<file path="src/rtl/regfile_pkg.sv">
// regfile_pkg
//   Shared constants and helpers for the parametrised register file.
//   Contents:
//     DEFAULT_DATA_WIDTH / DEFAULT_ADDR_WIDTH - default geometry
//     REG_ZERO                                - the hardwired-zero register address
//     regDepth()                              - number of architectural registers
//   Optional feature macro used by the files importing this package:
//     REGFILE_BYPASS_EN (same-cycle write-to-read bypass)

package regfile_pkg;

  localparam int DEFAULT_DATA_WIDTH = 32;
  localparam int DEFAULT_ADDR_WIDTH = 5;

  // Register 0 reads as zero, ignores writes and can never be claimed.
  localparam int REG_ZERO = 0;

  function automatic int regDepth(input int addrWidth);
    return 1 << addrWidth;
  endfunction

endpackage

</file>
<file path="src/rtl/reg_scoreboard.sv">
// reg_scoreboard
//   Busy-bit scoreboard for the register file. One busy bit per register
//   1..depth-1; issue claims a destination, writeback releases it, flush
//   squashes every outstanding claim.
//   Ports:
//     clk, resetN              - clock, asynchronous active-low reset
//     claimEn, claimAdrx       - mark claimAdrx busy
//     writeEn, writeAdrx       - writeback, releases the claim on writeAdrx
//     flush                    - clear every busy bit (claim ignored that cycle)
//     rdAdrx0/1 -> rdBusy0/1   - combinational busy read-out per read port
//     anyBusy                  - registered OR of all busy bits
//   Macro REGFILE_BYPASS_EN: a register being written this cycle reads as not
//   busy unless it is re-claimed in the same cycle.

module reg_scoreboard
  import regfile_pkg::*;
#(
  parameter int ADDR_WIDTH = DEFAULT_ADDR_WIDTH
) (
  input  logic                  clk,
  input  logic                  resetN,
  input  logic                  claimEn,
  input  logic [ADDR_WIDTH-1:0] claimAdrx,
  input  logic                  writeEn,
  input  logic [ADDR_WIDTH-1:0] writeAdrx,
  input  logic                  flush,
  input  logic [ADDR_WIDTH-1:0] rdAdrx0,
  input  logic [ADDR_WIDTH-1:0] rdAdrx1,
  output logic                  rdBusy0,
  output logic                  rdBusy1,
  output logic                  anyBusy
);

  localparam int DEPTH = regDepth(ADDR_WIDTH);
  localparam logic [ADDR_WIDTH-1:0] ZERO_ADRX = ADDR_WIDTH'(REG_ZERO);

  logic [DEPTH-1:0] busy_q;
  logic [DEPTH-1:0] busy_d;
  logic             anyBusy_q;
  logic             claimValid;
  logic             releaseValid;

  // Flush overrides the claim; a write still releases unless flushed anyway.
  assign claimValid   = claimEn && (claimAdrx != ZERO_ADRX) && !flush;
  assign releaseValid = writeEn && (writeAdrx != ZERO_ADRX);

  // Release is applied before the claim so a same-register claim wins:
  // a newer producer is in flight and must keep the bit set.
  always_comb begin
    busy_d = busy_q;
    if (flush) begin
      busy_d = '0;
    end else begin
      if (releaseValid) busy_d[writeAdrx] = 1'b0;
      if (claimValid)   busy_d[claimAdrx] = 1'b1;
    end
    busy_d[REG_ZERO] = 1'b0;
  end

  always_ff @(posedge clk or negedge resetN) begin
    if (!resetN) begin
      busy_q    <= '0;
      anyBusy_q <= 1'b0;
    end else begin
      busy_q    <= busy_d;
      anyBusy_q <= |busy_d;
    end
  end

  assign anyBusy = anyBusy_q;

  // Bit 0 is held at zero, so address 0 naturally reads as not busy.
`ifdef REGFILE_BYPASS_EN
  assign rdBusy0 = (releaseValid && (writeAdrx == rdAdrx0) &&
                    !(claimValid && (claimAdrx == rdAdrx0))) ? 1'b0 : busy_q[rdAdrx0];
  assign rdBusy1 = (releaseValid && (writeAdrx == rdAdrx1) &&
                    !(claimValid && (claimAdrx == rdAdrx1))) ? 1'b0 : busy_q[rdAdrx1];
`else
  assign rdBusy0 = busy_q[rdAdrx0];
  assign rdBusy1 = busy_q[rdAdrx1];
`endif

endmodule

</file>
<file path="src/rtl/param_register_file.sv">
// param_register_file
//   Two-read/one-write register file with busy-bit scoreboard.
//   Ports:
//     clk, resetN                      - clock, asynchronous active-low reset
//     rdAdrx0/1 -> rdData0/1, rdBusy0/1 - combinational read ports
//     writeEn, writeAdrx, writeData    - writeback (also releases the claim)
//     claimEn, claimAdrx               - issue-time destination claim
//     flush                            - clear all busy bits
//     anyBusy                          - any claim outstanding (post-edge)
//   Macro REGFILE_BYPASS_EN: writeback data is forwarded to a read port
//   addressing the same register in the same cycle.

module param_register_file
  import regfile_pkg::*;
#(
  parameter int DATA_WIDTH = DEFAULT_DATA_WIDTH,
  parameter int ADDR_WIDTH = DEFAULT_ADDR_WIDTH
) (
  input  logic                  clk,
  input  logic                  resetN,
  input  logic [ADDR_WIDTH-1:0] rdAdrx0,
  input  logic [ADDR_WIDTH-1:0] rdAdrx1,
  output logic [DATA_WIDTH-1:0] rdData0,
  output logic [DATA_WIDTH-1:0] rdData1,
  output logic                  rdBusy0,
  output logic                  rdBusy1,
  input  logic                  writeEn,
  input  logic [ADDR_WIDTH-1:0] writeAdrx,
  input  logic [DATA_WIDTH-1:0] writeData,
  input  logic                  claimEn,
  input  logic [ADDR_WIDTH-1:0] claimAdrx,
  input  logic                  flush,
  output logic                  anyBusy
);

  localparam int DEPTH = regDepth(ADDR_WIDTH);
  localparam logic [ADDR_WIDTH-1:0] ZERO_ADRX = ADDR_WIDTH'(REG_ZERO);

  // Entry 0 is never written and stays at its reset value; the read muxes
  // also force zero for address 0, so it folds away in synthesis.
  logic [DATA_WIDTH-1:0] regs_q [DEPTH];
  logic                  writeValid;

  assign writeValid = writeEn && (writeAdrx != ZERO_ADRX);

  always_ff @(posedge clk or negedge resetN) begin
    if (!resetN) begin
      regs_q <= '{default: '0};
    end else if (writeValid) begin
      regs_q[writeAdrx] <= writeData;
    end
  end

  // Forwarding is gated by resetN so the read ports stay at zero in reset.
  always_comb begin
    rdData0 = regs_q[rdAdrx0];
    if (rdAdrx0 == ZERO_ADRX) begin
      rdData0 = '0;
`ifdef REGFILE_BYPASS_EN
    end else if (resetN && writeValid && (writeAdrx == rdAdrx0)) begin
      rdData0 = writeData;
`endif
    end
  end

  always_comb begin
    rdData1 = regs_q[rdAdrx1];
    if (rdAdrx1 == ZERO_ADRX) begin
      rdData1 = '0;
`ifdef REGFILE_BYPASS_EN
    end else if (resetN && writeValid && (writeAdrx == rdAdrx1)) begin
      rdData1 = writeData;
`endif
    end
  end

  reg_scoreboard #(
    .ADDR_WIDTH(ADDR_WIDTH)
  ) uScoreboard (
    .clk      (clk),
    .resetN   (resetN),
    .claimEn  (claimEn),
    .claimAdrx(claimAdrx),
    .writeEn  (writeEn),
    .writeAdrx(writeAdrx),
    .flush    (flush),
    .rdAdrx0  (rdAdrx0),
    .rdAdrx1  (rdAdrx1),
    .rdBusy0  (rdBusy0),
    .rdBusy1  (rdBusy1),
    .anyBusy  (anyBusy)
  );

endmodule

</file>
<file path="config.mk">
export PLATFORM = sky130hd
export DESIGN_NAME = param_register_file
export DESIGN_NICKNAME = d
export VERILOG_FILES = /design/src/rtl/regfile_pkg.sv /design/src/rtl/reg_scoreboard.sv /design/src/rtl/param_register_file.sv
export SDC_FILE = /design/constraint.sdc
export NUM_CORES = 2
export LEC_CHECK = 0
export BUFFER_PORTS_ARGS = -buffer_cell sky130_fd_sc_hd__buf_2
export CAP_MARGIN = 20
export CORE_MARGIN = 4
export CORE_UTILIZATION = 35
export DETAILED_ROUTE_END_ITERATION = 10
export PLACE_DENSITY = 0.59
export SLEW_MARGIN = 20
export SYNTH_ARGS = -nofsm -noshare
export SYNTH_HDL_FRONTEND = slang
export SYNTH_HIERARCHICAL = 1
export SYNTH_SLANG_ARGS = --single-unit
</file>
<file path="constraint.sdc">
create_clock -name clk -period 2.58 [get_ports clk]
set_input_delay 0.258 -clock clk [delete_from_list [all_inputs] [get_ports clk]]
set_output_delay 0.258 -clock clk [all_outputs]
set_load 0.02 [all_outputs]
</file>
==> results.tsv <==
stage	metric	value	unit
clock_network	worst skew pair latency	0.76	ns
worst_setup_path	slowest CP cell	mux4_2	
clock_network	CTS Buf Count	113	
worst_setup_path	cell count of the worst reg-to-reg path	4	
yosys	Main synth FF type	dfrtp_1	
placed_design	hpwl dp	122000	µm
yosys	synthesized flop and latch total	1056	
layout	Reg area	26400	µm²
route	Routed WL per cell	30.8	µm
grt	first-pass GRT wire length	283000	µm
worst_setup_path	Worst setup EP type	primary output	
power_and_ir_drop	PD cells	726	nW/µm²
layout	Post-layout nets	4089	
worst_setup_path	r2r endpoint	uScoreboard/anyBusy$_DFF_PN0_	
route	Vias	37600	
floorplan	core area	161000	µm²
clock_network	Clock Tree Buf Depth	3	
yosys	register area share after synthesis	46.8	%
yosys	Synth cell types	48	
placed_design	I/O Buffers	123	
placed_design	GP Congestion	0.842	
grt	initial antenna violation count	10	
layout	multi-input logic area	29900	µm²
route	DRC violations left	0	
floorplan	FP Rows	147	
worst_setup_path	R2R Setup Slk	0.63	ns
floorplan	I/O Pins	124	
layout	layout cells sized above 1	60.7	%
floorplan	die width	410	µm
run_status	failing checks	negative setup slack	
timing	Final Hold Viols	0	
route	DR vias/cell	5.97	
timing	Hold Slack	0.0479	ns
timing	TNS Setup	-4.68	ns
power_and_ir_drop	Peak VDD IR	0.000539	V
timing	final worst setup slack	-0.284	ns
power_and_ir_drop	Lkg Pwr	29.2	nW
clock_network	clock sink count	1056	
layout	Filler cells	14300	
timing	Finish-stage setup viols	58	
job	max cap viols	0	
route	drt initial violations	3511	
grt	grt total ovfl	0	
clock_network	TritonCTS clock tree	yes	
timing	worst slew margin relative to its limit	45.1	%
timing	post-layout min period	2.86	ns
placed_design	DP Worst Slack	-0.406	ns
route	Detailed Route WL	194000	µm
timing	Tcrit/Tclk final	111	%
yosys	Post-Syn Nets	3880	
floorplan	full die area	168000	µm²
layout	final core occ	42.8	%
worst_setup_path	CP startpoint	regs_q[42]$_DFFE_PN0P_	
run_status	outcome	finished, violations left	
route	post-route ant nets	0	
worst_setup_path	critical path fanouts, max	3	
layout	most common cell after layout, fill and taps aside	dfrtp_1	
timing	fmax	349	MHz
clock_network	Worst-path clk slew	0.06	ns
yosys	EDFF count, synth	0	
grt	Total GRT Usage	23.0	%
layout	most frequent cells in the layout	1056 x dfrtp_1, 994 x mux2_2, 466 x mux4_2, 281 x buf_4, 131 x buf_12	
route	drt pass-1 iters	6	
clock_network	CTS H-tree depth	3	
yosys	Mapped Avg Cell Area	14.8	µm²
hold_path	Min-Delay Path Class	primary input to asynchronous set/reset pin	
worst_setup_path	WP data required	2.32	ns
timing	Final Slew Violations	0	
timing	Slew @ Worst Pin	0.824	ns
worst_setup_path	CP endpoint	rdData0[10]	
floorplan	Die Ht	410	µm
worst_setup_path	worst setup path class	register to primary output	
grt	vias in the first global route	39500	
yosys	synthesis warning total	6	
worst_setup_path	r2r startpoint	uScoreboard/busy_q[7]$_DFF_PN0_	
grt	largest net degree at the start of global routing	111	
yosys	Post-synth ARST share	100	%
floorplan	Starting Density	35.2	%
yosys	Mapped Area	56500	µm²
yosys	cells after synthesis	3823	
worst_setup_path	Startpoint Class	register	
worst_setup_path	CP peak stage delay	0.58	ns
worst_setup_path	Worst EP arrival	2.61	ns
worst_setup_path	CP cell instances	mux4_2 -> a22oi_2 -> a311oi_4 -> buf_6	
clock_network	root buf cell	clkbuf_16	
timing	RSZ-0062 raised after global routing	yes	
layout	Synth-to-Final Area Change	21.6	%
timing	Final Skew	0.00446	ns
-- synthesized netlist by cell type (8+ instances only) --
cell       instances  area share [%]
a221oi_1          46            0.71
mux2_1            10            0.20
mux4_2           466              19
o21ai_1           10           0.089
o21ai_0          114             1.0
nand3_1           12            0.11
mux2_2          1050              21
dfrtp_1         1056              47
o2111ai_1         18            0.28
buf_2            174             1.5
a211oi_1          65            0.86
clkbuf_1         231             1.5
buf_4             32            0.43
a32o_1            14            0.25
nor2_1            23            0.15
nor2b_1           73            0.81
nand2_1           83            0.55
nand2b_1          10            0.11
buf_1              8           0.053
mux2i_1          128             2.3
a311oi_1          64            0.99
a22oi_1           64            0.85
-- kinds of logic after synthesis --
group | share of synthesized area (%)
buf+inv | 3.60
flops | 46.8
compound gates | 5.19
simple gates | 2.45
mux | 42.0
-- state kept, by name, summed over array words and instances, names as in the netlist --
register,cells
regs_q,1024
uScoreboard/busy_q,31
uScoreboard/anyBusy,1
-- area by class of cell --
cell class                      instances  share of cell area, %
Multi-Input combinational cell       2316                   43.5
Sequential cell                      1056                   38.5
Timing Repair Buffer                  540                   8.53
Clock buffer                          163                   4.77
Tap cell                             2160                   3.93
Clock inverter                         51                  0.723
Inverter                                5                 0.0346
Antenna cell                            4                 0.0146
-- worst min path at each step --
stage           start                       to  slack [ns]  depth (start not counted)
6_report       resetN  regs_q[618]$_DFFE_PN0P_        0.05                          2
5_1_grt        resetN  regs_q[618]$_DFFE_PN0P_        0.04                          2
4_1_cts        resetN  regs_q[618]$_DFFE_PN0P_       0.006                          2
3_5_place_dp   resetN  regs_q[618]$_DFFE_PN0P_        0.22                          1
3_3_place_gp   resetN  regs_q[618]$_DFFE_PN0P_        0.21                          1
2_1_floorplan  resetN    regs_q[0]$_DFFE_PN0P_       -0.04                          0
-- stage by stage --
step                      instance area, µm²  power, mW  cells
final                                  68700       49.9   6295
after global routing                   68700       51.9   6291
after CTS                              68200       49.9   6284
after detailed placement               62700       32.4   6052
after global placement                 62700       32.0   6052
after floorplan                        56500       28.6   3823
-- critical path, delay by kind of cell (launching register included) --
family / cells / cell delay [ns]
compound gates: 2 / 0.68
buf+inv: 1 / 0.20
flops: 1 / 0.39
mux: 1 / 0.58
-- repair_timing --
item                                    CTS  global route
gates cloned                              0             0
setup buffers                            16             9
pin swaps                                81            39
endpoints found under the setup margin   66            66
hold buffers                             15             0
resized for setup                       423           107
hold endpoints to repair                648             0
-- report_power, final --
part           leakage (nW)  internal, mW  switching, mW
logic                  13.8          6.69           4.64
registers              13.6          19.6           2.26
clock network          1.88          9.52           7.12
total                  29.2          35.8           14.0
-- metal layers --
metal	wire (µm)	GRT usage (%)	up-vias
met5	34	0	-
met4	7970	9.05	4
met3	16400	6.30	408
met2	88400	35.4	1519
met1	81400	31.0	20300
li1	-	-	15300
No activity file was read; power rests on OpenSTA's default activity.
